`src/rtl/bin_to_bcd_converter_pkg.sv`:
```
// Shared types and helpers for the binary-to-BCD converter.
package bcd_pkg;
  localparam int BCD_DIGIT_W = 4;

  typedef logic [BCD_DIGIT_W-1:0] bcd_digit_t;

  typedef enum logic [0:0] {
    IDLE  = 1'b0,
    SHIFT = 1'b1
  } state_t;

  // ceil(in_width * log10(2)); the product is never an exact integer for in_width > 0
  function automatic int min_bcd_digits(input int in_width);
    return (in_width * 30103 + 99999) / 100000;
  endfunction
endpackage

```
`src/rtl/bin_to_bcd_converter_if.sv`:
```
// Request/result bundle between the display-word source and the converter.
interface bin_to_bcd_converter_if
  import bcd_pkg::*;
#(
  parameter int IN_WIDTH   = 32,
  parameter int NUM_DIGITS = 10
);
  logic [IN_WIDTH-1:0]               number_in;
  logic                              start;
  logic                              busy;
  logic [BCD_DIGIT_W*NUM_DIGITS-1:0] bcd_out;
  logic                              bcd_valid;
  logic                              overflow;

  modport master (
    output number_in, start,
    input  busy, bcd_out, bcd_valid, overflow
  );

  modport slave (
    input  number_in, start,
    output busy, bcd_out, bcd_valid, overflow
  );
endinterface

```
`src/rtl/bin_to_bcd_converter_digit_adjust.sv`:
```
// Double-dabble digit correction: +3 when the digit is 5 or more, 4-bit wrap.
module bcd_digit_adjust
  import bcd_pkg::*;
(
  input  bcd_digit_t din,
  output bcd_digit_t dout
);
  always_comb begin
    dout = (din >= 4'd5) ? din + 4'd3 : din;
  end
endmodule

```
`src/rtl/bin_to_bcd_converter.sv`:
```
// Iterative double-dabble converter, one shift per clock; the published result
// only changes on the completing edge so the display never sees partial digits.
module bin_to_bcd_converter
  import bcd_pkg::*;
#(
  parameter int IN_WIDTH    = 32,
  parameter int NUM_DIGITS  = 10,
  parameter int DISP_DIGITS = 8,
  parameter bit AUTO_START  = 1'b1
) (
  input logic                    clk,
  input logic                    reset,
  bin_to_bcd_converter_if.slave  bus
);
  localparam int CNT_W = (IN_WIDTH > 1) ? $clog2(IN_WIDTH) : 1;
  localparam logic [CNT_W-1:0] LAST_CNT = CNT_W'(IN_WIDTH - 1);

  if (NUM_DIGITS < min_bcd_digits(IN_WIDTH)) begin : g_digits_chk
    $error("NUM_DIGITS too small for IN_WIDTH");
  end

  state_t                         state_q, state_d;
  logic [IN_WIDTH-1:0]            op_q, op_d;
  logic [IN_WIDTH-1:0]            last_q, last_d;
  bcd_digit_t [NUM_DIGITS-1:0]    scr_q, scr_d;
  bcd_digit_t [NUM_DIGITS-1:0]    bcd_q, bcd_d;
  logic [CNT_W-1:0]               cnt_q, cnt_d;
  logic                           vld_q, vld_d;
  logic                           ovf_q, ovf_d;

  bcd_digit_t [NUM_DIGITS-1:0]    adj;
  bcd_digit_t [NUM_DIGITS-1:0]    sh_scr;
  logic [IN_WIDTH-1:0]            sh_op;
  logic                           sh_ovf;
  logic                           go;

  for (genvar i = 0; i < NUM_DIGITS; i++) begin : g_adj
    bcd_digit_adjust u_adj (
      .din  (scr_q[i]),
      .dout (adj[i])
    );
  end

  always_comb begin
    // Operand MSB falls into scratch digit 0; the shifted-out scratch MSB is dropped.
    {sh_scr, sh_op} = {adj, op_q} << 1;
    sh_ovf = 1'b0;
    for (int i = DISP_DIGITS; i < NUM_DIGITS; i++) begin
      sh_ovf = sh_ovf | (sh_scr[i] != '0);
    end
    go = bus.start | (AUTO_START & (bus.number_in != last_q));
  end

  always_comb begin
    state_d = state_q;
    op_d    = op_q;
    last_d  = last_q;
    scr_d   = scr_q;
    bcd_d   = bcd_q;
    cnt_d   = cnt_q;
    ovf_d   = ovf_q;
    vld_d   = 1'b0;
    case (state_q)
      IDLE: begin
        if (go) begin
          state_d = SHIFT;
          op_d    = bus.number_in;
          last_d  = bus.number_in;
          scr_d   = '0;
          cnt_d   = '0;
        end
      end
      SHIFT: begin
        scr_d = sh_scr;
        op_d  = sh_op;
        cnt_d = cnt_q + 1'b1;
        if (cnt_q == LAST_CNT) begin
          bcd_d   = sh_scr;
          ovf_d   = sh_ovf;
          vld_d   = 1'b1;
          state_d = IDLE;
        end
      end
      default: state_d = IDLE;
    endcase
  end

  always_ff @(posedge clk) begin
    if (reset) begin
      state_q <= IDLE;
      op_q    <= '0;
      last_q  <= '0;
      scr_q   <= '0;
      bcd_q   <= '0;
      cnt_q   <= '0;
      vld_q   <= 1'b0;
      ovf_q   <= 1'b0;
    end else begin
      state_q <= state_d;
      op_q    <= op_d;
      last_q  <= last_d;
      scr_q   <= scr_d;
      bcd_q   <= bcd_d;
      cnt_q   <= cnt_d;
      vld_q   <= vld_d;
      ovf_q   <= ovf_d;
    end
  end

  assign bus.busy      = (state_q == SHIFT);
  assign bus.bcd_out   = bcd_q;
  assign bus.bcd_valid = vld_q;
  assign bus.overflow  = ovf_q;
endmodule

```
`src/flat_wrapper.sv`:
```
// flat-port wrapper written by rule: the top's interface ports become plain ports
module bin_to_bcd_converter_flat import bcd_pkg::*;
#(
  parameter int IN_WIDTH    = 32,
  parameter int NUM_DIGITS  = 10,
  parameter int DISP_DIGITS = 8,
  parameter bit AUTO_START  = 1'b1
)
  (clk, reset, bus_number_in, bus_start, bus_busy, bus_bcd_out, bus_bcd_valid, bus_overflow);
  bin_to_bcd_converter_if #(.IN_WIDTH(IN_WIDTH), .NUM_DIGITS(NUM_DIGITS)) bus_i ();
  input logic clk;
  input logic reset;
  input wire logic [$bits(bus_i.number_in)-1:0] bus_number_in;
  input wire logic [$bits(bus_i.start)-1:0] bus_start;
  output wire logic [$bits(bus_i.busy)-1:0] bus_busy;
  output wire logic [$bits(bus_i.bcd_out)-1:0] bus_bcd_out;
  output wire logic [$bits(bus_i.bcd_valid)-1:0] bus_bcd_valid;
  output wire logic [$bits(bus_i.overflow)-1:0] bus_overflow;
  assign bus_i.number_in = bus_number_in;
  assign bus_i.start = bus_start;
  assign bus_busy = bus_i.busy;
  assign bus_bcd_out = bus_i.bcd_out;
  assign bus_bcd_valid = bus_i.bcd_valid;
  assign bus_overflow = bus_i.overflow;
  bin_to_bcd_converter #(.IN_WIDTH(IN_WIDTH), .NUM_DIGITS(NUM_DIGITS), .DISP_DIGITS(DISP_DIGITS), .AUTO_START(AUTO_START)) u_core (.clk(clk), .reset(reset), .bus(bus_i));
endmodule
```
`config.mk`:
```
export PLATFORM = sky130hd
export DESIGN_NAME = bin_to_bcd_converter_flat
export DESIGN_NICKNAME = d
export VERILOG_FILES = /design/src/rtl/bin_to_bcd_converter_pkg.sv /design/src/rtl/bin_to_bcd_converter_if.sv /design/src/rtl/bin_to_bcd_converter_digit_adjust.sv /design/src/rtl/bin_to_bcd_converter.sv /design/src/flat_wrapper.sv
export SDC_FILE = /design/constraint.sdc
export NUM_CORES = 1
export LEC_CHECK = 0
export ABC_AREA = 1
export BUFFER_PORTS_ARGS = -buffer_cell sky130_fd_sc_hd__buf_2
export CAP_MARGIN = 20
export CELL_PAD_IN_SITES_DETAIL_PLACEMENT = 2
export CELL_PAD_IN_SITES_GLOBAL_PLACEMENT = 2
export CORE_MARGIN = 2
export CORE_UTILIZATION = 34
export DETAILED_ROUTE_END_ITERATION = 10
export GPL_ROUTABILITY_DRIVEN = 0
export MAX_ROUTING_LAYER = met4
export PLACE_DENSITY = 0.85
export SLEW_MARGIN = 30
export SYNTH_ARGS = -nofsm -noshare
export SYNTH_HDL_FRONTEND = slang
export SYNTH_SLANG_ARGS = --single-unit
```
`constraint.sdc`:
```
create_clock -name clk -period 2.21 [get_ports clk]
set_input_delay 0.1105 -clock clk [delete_from_list [all_inputs] [get_ports clk]]
set_output_delay 0.1105 -clock clk [all_outputs]
set_load 0.005 [all_outputs]
```
==> impl_metrics.env, run 1 <==
export IMPL_status="finished clean"
export IMPL_startpoint_type="input port"
export IMPL_firstDrtPassIters=5
export IMPL_crit_arrival_ns=2.38
export IMPL_end_kind="register"
export IMPL_final_hold_viol_count=0
export IMPL_rsz0062_at_grt="no"
export IMPL_core_um2=21800
export IMPL_synth_seq_cells=152
export IMPL_io_buffers=77
export IMPL_cap_violations=0
export IMPL_crit_type="input port to register"
export IMPL_cts_tree="yes"
export IMPL_p_comb_share_pct=8.1
export IMPL_worst_r2r_path_depth=11
export IMPL_leakage_nw=3.74
export IMPL_path_common_cell="a21oi_1"
export IMPL_most_common_layout_cells="nand2_1, dfxtp_1, a21oi_1, inv_1, nand4_1"
export IMPL_layoutNonFillerInstCount=1415
export IMPL_wl_per_cell_um=18.2
export IMPL_slew_headroom_pct=67.3
export IMPL_grt_pass1_wl_um=42800
export IMPL_syn_to_final_growth_pct=19.8
export IMPL_intPower_mw=4.64
export IMPL_grt_max_degree=94
export IMPL_grt_usage_pct=23.2
export IMPL_die_y_um=152
export IMPL_switching_share_pct=25.6
export IMPL_clockPowerShare_pct=46.1
export IMPL_synthCells=1050
export IMPL_whs_path_depth=3
export IMPL_cp_slowest_cell="dlygate4sd3_1"
export IMPL_dp_cells=1358
export IMPL_die_w_um=152
export IMPL_htree_levels=4
export IMPL_io_pins=78
export IMPL_crit_chain="dlygate4sd3_1 -> buf_2 -> inv_1 -> a21oi_1 -> nand3_1 -> nor2_1 -> nand2_1 -> nor2_4 -> buf_12 -> nand4_1 -> a21oi_1"
export IMPL_fmax_mhz=490
export IMPL_holdCritPathClass="input port to register"
export IMPL_setup_violations=0
export IMPL_drtIter0Drc=328
export IMPL_rows=54
export IMPL_cts_buffers=17
export IMPL_vias_per_cell=5.33
export IMPL_ir_drop_mv=0.372
export IMPL_synth_warning_count=0
export IMPL_synth_cell_area_um2=7490
export IMPL_syn_area_per_cell_um2=7.14
export IMPL_ant_nets=0
export IMPL_antenna_found_initial=0
export IMPL_cts_root_buf="clkbuf_16"
export IMPL_p_per_area_nw_per_um2=695
export IMPL_mostFrequentLayoutCell="nand2_1"
export IMPL_seqPwrFrac_pct=45.8
export IMPL_fin_setup_tns_ns=0
export IMPL_worstMarginPinSlew_ns=0.490
export IMPL_route_detailed_drc=0
export IMPL_seq_area_frac_synth_pct=40.6
export IMPL_fin_nets=1180
export IMPL_synth_fp_nets=1107
export IMPL_fin_util_pct=41.3
export IMPL_antenna_cells=0
export IMPL_drive_above_1_share_pct=13.9
export IMPL_clkSinkCount=152
export IMPL_grt_overflow=0
export IMPL_switching_power_mw=1.60
export IMPL_synth_cell_types=29
export IMPL_worstPathMaxFanout=75
export IMPL_dieArea_um2=23200
export IMPL_ctsResizeCount=0
export IMPL_finalWirelength_um=25800
export IMPL_clk_path_buf_depth=2
export IMPL_insertion_delay_ns=0.44
export IMPL_max_stage_delay_ns=0.52
export IMPL_finClkSkew_ns=0.00974
export IMPL_final_max_slew_viol_count=0
export IMPL_hpwl_um=16000
export IMPL_period_share_pct=92.3
export IMPL_fin_crit_ns=2.04
export IMPL_critPathRequiredTime_ns=2.55
export IMPL_clkTransAtPathRegs_ns=0.06
export IMPL_first_global_vias=8282
export IMPL_initial_core_util_pct=34.4
export IMPL_vias=7538
## metal layers
metal  vias up  wire (um)  global-route usage (%)
li1       3633          -                       -
met1      3790      11200                    26.0
met2        89      13700                    43.1
met3        26        538                    3.21
met4         0        327                    6.17
met5         -          0                       -
## logic make-up (layout without fill, tap and decap cells)
group                      Yosys count  after routing  share of synthesized area [%]
buffers and inverters              180            265                           9.97
adders and majority gates           22             22                           3.67
AOI/OAI and AO/OA                  240            240                           17.5
xor gates and xnor gates            16             16                           1.87
and+or+nand+nor                    440            440                           26.4
DFF                                152            152                           40.6
## flip-flops by register name, summed over array words and instances, names as in the netlist
name                  count
u_core.bus.overflow       1
u_core.bus.busy           1
u_core.op_q              32
u_core.cnt_q              5
u_core.last_q            32
u_core.bus.bcd_out       40
u_core.bus.bcd_valid      1
u_core.scr_q             40
## per-stage QoR
stage	hold WS (ns)	worst slack (ns)	total power [mW]	instance area (um^2)
floorplan	0.276	0.418	3.19	7490
global placement	0.410	0.413	3.35	8160
detailed placement	0.419	0.299	3.38	8160
CTS	0.000615	0.200	6.31	8980
global route	0.00619	0.0347	6.49	8980
finish	0.00696	0.171	6.24	8980
## layout make-up
cell class,count,area [um^2]
Fill cell,2561,12800
Tap cell,280,350
Clock buffer,18,429
Inverter,112,422
Sequential cell,152,3040
Clock inverter,13,131
Timing Repair Buffer,122,891
Multi-Input combinational cell,718,3710
## power by group through the flow
stage	Sequential, mW	Clock [mW]	Combinational [mW]
3_5_place_dp	2.92	0	0.466
4_1_cts	2.86	2.94	0.513
6_report	2.86	2.88	0.504
5_1_grt	2.86	3.05	0.572
2_1_floorplan	2.90	0	0.288
3_3_place_gp	2.91	0	0.444
## cells in the mapped netlist
| cell | instances | area share, % |
|---|---|---|
| nor2_1 | 26 | 1.3 |
| nor3_1 | 1 | 0.067 |
| nor2_4 | 2 | 0.30 |
| inv_1 | 100 | 5.0 |
| nand4_1 | 78 | 6.5 |
| nand3_1 | 38 | 2.5 |
| inv_2 | 11 | 0.55 |
| a31oi_1 | 1 | 0.084 |
| nand2_2 | 1 | 0.084 |
| buf_1 | 9 | 0.45 |
| and2_1 | 1 | 0.084 |
| or2_2 | 13 | 1.1 |
| o21ai_0 | 70 | 4.7 |
| o21ai_1 | 3 | 0.20 |
| a22o_1 | 28 | 3.3 |
| clkbuf_1 | 40 | 2.0 |
| buf_6 | 6 | 0.90 |
| clkinv_1 | 1 | 0.050 |
| nand3_2 | 2 | 0.27 |
| or2_1 | 7 | 0.58 |
| xor2_1 | 11 | 1.3 |
| nand2_1 | 271 | 14 |
| buf_4 | 4 | 0.40 |
| dfxtp_1 | 152 | 41 |
| a21oi_1 | 137 | 9.2 |
| buf_2 | 9 | 0.60 |
| a21boi_0 | 1 | 0.10 |
| xnor2_1 | 5 | 0.58 |
| ha_1 | 22 | 3.7 |
## final timing paths
kind	startpoint	endpoint	slack, ns
worst min-delay path	bus_number_in[7]	u_core.last_q[7]	0.007
worst max-delay path	bus_number_in[31]	u_core.scr_q[16]	0.17
worst max register to register	u_core.last_q[28]	u_core.scr_q[16]	0.22
worst min register to register	u_core.bus.bcd_out[10]	u_core.bus.bcd_out[10]	0.46
## worst max-delay path, delay by kind of cell
| family | cells | cell delay (ns) |
|---|---|---|
| simple gates | 5 | 0.67 |
| compound gates | 2 | 0.50 |
| buf+inv | 4 | 1.06 |
## what timing repair did
item                      4_1_cts  5_1_grt
setup buffers                   0        0
hold buffers                   26        0
hold endpoints to repair       26        0
(Power assumes the default switching activity.)
==> inputs of run 2 (changes only) <==
CORE_UTILIZATION = 30   (was 34)
PLACE_DENSITY = 0.79   (was 0.85)
clock period = 1.7 ns   (was 2.21 ns; I/O delays follow)
==> impl_metrics.env, run 2 (synthesized netlist as in run 1, its figures left out) <==
export IMPL_status="complete, but fails checks"
export IMPL_failed_checks="negative setup slack"
export IMPL_fin_area_um2=9980
export IMPL_switching_power_mw=2.38
export IMPL_syn_to_final_growth_pct=33.2
export IMPL_clkSinkCount=152
export IMPL_drive_above_1_share_pct=23.3
export IMPL_vias=7921
export IMPL_slew_headroom_pct=70.7
export IMPL_fin_crit_ns=1.89
export IMPL_first_global_vias=8611
export IMPL_end_kind="register"
export IMPL_max_stage_delay_ns=0.37
export IMPL_grt_overflow=0
export IMPL_crit_chain="inv_2 -> nand2_2 -> nand2_1 -> nor2_2 -> nand2_1 -> nor2_2 -> nand2_2 -> nor2_4 -> buf_4 -> nand3_4 -> buf_12 -> nand2_1 -> a21oi_1"
export IMPL_most_common_layout_cells="nand2_1, dfxtp_1, a21oi_1, inv_1, nand4_1"
export IMPL_intPower_mw=6.06
export IMPL_holdCritStartpoint="bus_number_in[20]"
export IMPL_htree_levels=4
export IMPL_cts_buffers=17
export IMPL_multi_input_area_um2=3900
export IMPL_seqPwrFrac_pct=44.0
export IMPL_ir_drop_mv=0.613
export IMPL_io_pins=78
export IMPL_firstDrtPassIters=5
export IMPL_seq_area_um2=3070
export IMPL_clk_path_buf_depth=2
export IMPL_io_buffers=77
export IMPL_cap_violations=0
export IMPL_setup_violations=150
export IMPL_core_um2=24400
export IMPL_cts_root_buf="clkbuf_16"
export IMPL_worstPathMaxFanout=12
export IMPL_vias_per_cell=5.24
export IMPL_worstMarginPinSlew_ns=0.435
export IMPL_cp_slowest_cell="dfxtp_2"
export IMPL_route_detailed_drc=0
export IMPL_crit_arrival_ns=2.19
export IMPL_critPathRequiredTime_ns=2.00
export IMPL_clockPowerShare_pct=46.9
export IMPL_period_share_pct=111
export IMPL_fillers=2838
export IMPL_initial_core_util_pct=30.7
export IMPL_dieArea_um2=26300
export IMPL_finalWirelength_um=30100
export IMPL_clkTransAtPathRegs_ns=0.07
export IMPL_placed_cell_area_um2=8460
export IMPL_power_total_mw=8.44
export IMPL_holdWs_ns=0.0528
export IMPL_crit_start="u_core.last_q[6]"
export IMPL_startpoint_type="register"
export IMPL_die_w_um=162
export IMPL_drtIter0Drc=372
export IMPL_mostFrequentLayoutCell="nand2_1"
export IMPL_crit_type="register to register"
export IMPL_reg2reg_from="u_core.last_q[6]"
export IMPL_path_common_cell="nand2_1"
export IMPL_antenna_cells=0
export IMPL_antenna_found_initial=0
export IMPL_rows=57
export IMPL_fmax_mhz=530
export IMPL_p_per_area_nw_per_um2=846
export IMPL_grt_usage_pct=23.4
export IMPL_hpwl_um=16700
export IMPL_grt_pass1_wl_um=47400
export IMPL_holdCritPathClass="input port to register"
export IMPL_grt_max_degree=71
export IMPL_die_y_um=162
export IMPL_wl_per_cell_um=19.9
export IMPL_cts_tree="yes"
export IMPL_switching_share_pct=28.2
export IMPL_setup_ws_ns=-0.185
export IMPL_final_hold_viol_count=0
export IMPL_fin_nets=1232
export IMPL_p_comb_share_pct=9.1
export IMPL_leakage_nw=4.14
export IMPL_insertion_delay_ns=0.44
export IMPL_rsz0062_at_grt="yes"
export IMPL_final_max_slew_viol_count=0
export IMPL_ant_nets=0
export IMPL_finClkSkew_ns=0.0143
export IMPL_fin_setup_tns_ns=-14.89
run 2: power groups by stage:
stage	logic, mW	registers [mW]	clock network, mW
2_1_floorplan	0.375	3.77	0
3_3_place_gp	0.596	3.78	0
3_5_place_dp	0.620	3.79	0
4_1_cts	0.720	3.71	3.97
5_1_grt	0.851	3.73	4.19
6_report	0.766	3.72	3.96
run 2: through the flow:
step | setup WS, ns | std cells | util (%)
floorplan | 0.101 | 1050 | -
global placement | -0.0588 | 1427 | 34.7
detailed placement | -0.155 | 1427 | 34.7
CTS | -0.124 | 1508 | 40.1
global route | -0.344 | 1512 | 40.9
finish | -0.185 | 1512 | 40.9
run 2: path summary, 6_finish.rpt:
check | endpoint | slack, ns | depth (start not counted)
worst min register to register | u_core.bus.bcd_out[18] | 0.46 | 2
worst max-delay path | u_core.op_q[31] | -0.19 | 13
worst max register to register | u_core.op_q[31] | -0.19 | 13
worst min-delay path | u_core.op_q[20] | 0.05 | 5
run 2: critical path: cells and delay by family, from the launching register on:
family,cells,cell delay [ns]
AOI/OAI and AO/OA,1,0.06
and+or+nand+nor,9,0.91
DFF,1,0.37
buffers and inverters,3,0.42
run 2: cell type report:
cell class / instances / share of cell area [%]
clock inverter: 14 / 1.53
multi-input combinational: 718 / 39.1
inverter: 112 / 4.24
clock buffer: 18 / 4.40
tap: 324 / 4.06
sequential: 152 / 30.7
timing repair buffer: 174 / 16.0
run 2: layer usage:
metal	share of wire [%]	wire, um	up-vias	global-route usage, %
met4	1.7	523	0	6.44
li1	-	-	3753	-
met1	42	12800	3970	27.5
met2	52	15800	156	41.8
met5	0	0	-	-
met3	3.3	988	42	3.24
run 2: repair_timing:
| item | CTS | global route |
|---|---|---|
| setup endpoints to repair | 111 | 152 |
| hold endpoints to repair | 41 | 0 |
| setup buffers | 10 | 3 |
| hold buffers | 33 | 0 |
| pin swaps | 13 | 8 |
| resized for setup | 50 | 56 |
| gates cloned | 7 | 2 |
==> inputs of run 3 (changes only) <==
CORE_UTILIZATION = 31   (was 30)
PLACE_DENSITY = 0.81   (was 0.79)
SKIP_CTS_REPAIR_TIMING = 1   (was default)
SYNTH_HIERARCHICAL = 1   (was default)
==> impl_metrics.env, run 3 <==
export IMPL_status="complete, but fails checks"
export IMPL_failed_checks="negative setup slack"
export IMPL_holdCritPathClass="input port to register"
export IMPL_max_stage_delay_ns=0.34
export IMPL_dp_cells=1571
export IMPL_first_global_vias=8890
export IMPL_final_hold_viol_count=0
export IMPL_synthCells=1164
export IMPL_drive_above_1_share_pct=29.1
export IMPL_setup_ws_ns=-0.338
export IMPL_most_common_layout_cells="nand2_1, inv_1, dfxtp_1, nor2_1, a21oi_1"
export IMPL_vias_per_cell=5.26
export IMPL_synth_fp_nets=1221
export IMPL_critPathRequiredTime_ns=2.05
export IMPL_period_share_pct=120
export IMPL_fin_setup_tns_ns=-25.78
export IMPL_fin_nets=1374
export IMPL_cts_buffers=17
export IMPL_dieArea_um2=27700
export IMPL_cap_violations=0
export IMPL_antenna_found_initial=0
export IMPL_insertion_delay_ns=0.45
export IMPL_crit_chain="buf_6 -> o21ai_1 -> nor2_1 -> nand2_1 -> nor2_4 -> nand2_4 -> nor2_8 -> buf_12 -> nand4_1 -> a21oi_1"
export IMPL_fmax_mhz=491
export IMPL_setup_violations=151
export IMPL_die_y_um=167
export IMPL_ir_drop_mv=0.450
export IMPL_synth_cell_area_um2=8190
export IMPL_cp_slowest_cell="dfxtp_2"
export IMPL_io_pins=78
export IMPL_htree_levels=4
export IMPL_fin_area_um2=11000
export IMPL_whs_path_depth=2
export IMPL_route_detailed_drc=0
export IMPL_startpoint_type="register"
export IMPL_grt_overflow=0
export IMPL_finalWirelength_um=35900
export IMPL_vias=8762
export IMPL_rsz0062_at_grt="yes"
export IMPL_core_um2=26000
export IMPL_firstDrtPassIters=5
export IMPL_end_kind="register"
export IMPL_mostFrequentLayoutCell="nand2_1"
export IMPL_wl_per_cell_um=21.6
export IMPL_cts_tree="yes"
export IMPL_io_buffers=77
export IMPL_clkTransAtPathRegs_ns=0.08
export IMPL_worstPathMaxFanout=17
export IMPL_clkSinkCount=152
export IMPL_grt_max_degree=60
export IMPL_clk_path_buf_depth=2
export IMPL_syn_to_final_growth_pct=34.2
export IMPL_slew_headroom_pct=60.8
export IMPL_grt_pass1_wl_um=46100
export IMPL_worstMarginPinSlew_ns=0.586
export IMPL_fin_crit_ns=2.04
export IMPL_syn_area_per_cell_um2=7.04
export IMPL_worst_r2r_path_depth=10
export IMPL_rows=59
export IMPL_leakage_nw=4.83
export IMPL_drtIter0Drc=380
export IMPL_cts_root_buf="clkbuf_16"
export IMPL_layoutNonFillerInstCount=1665
export IMPL_synth_warning_count=6
export IMPL_final_max_slew_viol_count=0
export IMPL_crit_arrival_ns=2.39
export IMPL_die_w_um=167
export IMPL_ant_nets=0
export IMPL_placed_cell_area_um2=9210
export IMPL_crit_type="register to register"
export IMPL_p_per_area_nw_per_um2=785
export IMPL_fin_util_pct=42.3
export IMPL_hpwl_um=18700
export IMPL_initial_core_util_pct=31.5
export IMPL_grt_usage_pct=20.8
export IMPL_antenna_cells=0
export IMPL_finClkSkew_ns=0.00942
run 3: per-stage QoR:
step	total power [mW]	hold slack, ns	setup slack (ns)
after floorplan	4.21	0.250	0.0129
after global placement	4.44	0.371	-0.00674
after detailed placement	4.48	0.384	-0.113
after CTS	8.44	-0.0933	-0.156
after global routing	8.96	0.0318	-0.464
final	8.63	0.0404	-0.338
run 3: worst paths after layout:
check                                              end  slack (ns)                    from
worst max-delay path                  u_core/scr_q[39]       -0.34        u_core/last_q[5]
worst min-delay path                 u_core/last_q[10]        0.04                   reset
worst max register to register        u_core/scr_q[39]       -0.34        u_core/last_q[5]
worst min register to register  u_core/bus.bcd_out[36]        0.45  u_core/bus.bcd_out[36]
run 3: area by class of cell:
type	count	area, um^2
tap	335	419
clock inverter	14	151
multi-input combinational	782	4500
sequential	152	3080
inverter	162	612
timing repair buffer	202	1800
fill	2956	15000
clock buffer	18	429
run 3: layer usage:
layer	track usage [%]	routed length [um]	vias to the layer above
li1	-	-	4055
met1	23.5	14200	4422
met2	37.9	19500	192
met3	3.04	914	93
met4	6.33	1340	0
met5	-	0	-
run 3: critical path, delay by kind of cell, from the launching register on:
kind,cells,cell delay (ns)
AOI/OAI and AO/OA,2,0.36
buffers and inverters,2,0.28
and+or+nand+nor,6,0.94
DFF,1,0.34
run 3: report_power, final:
part / switching [mW] / leakage [nW] / internal (mW)
clock: 1.89 / 0.280 / 2.08
sequential: 0.0871 / 1.25 / 3.65
combinational: 0.568 / 3.30 / 0.359
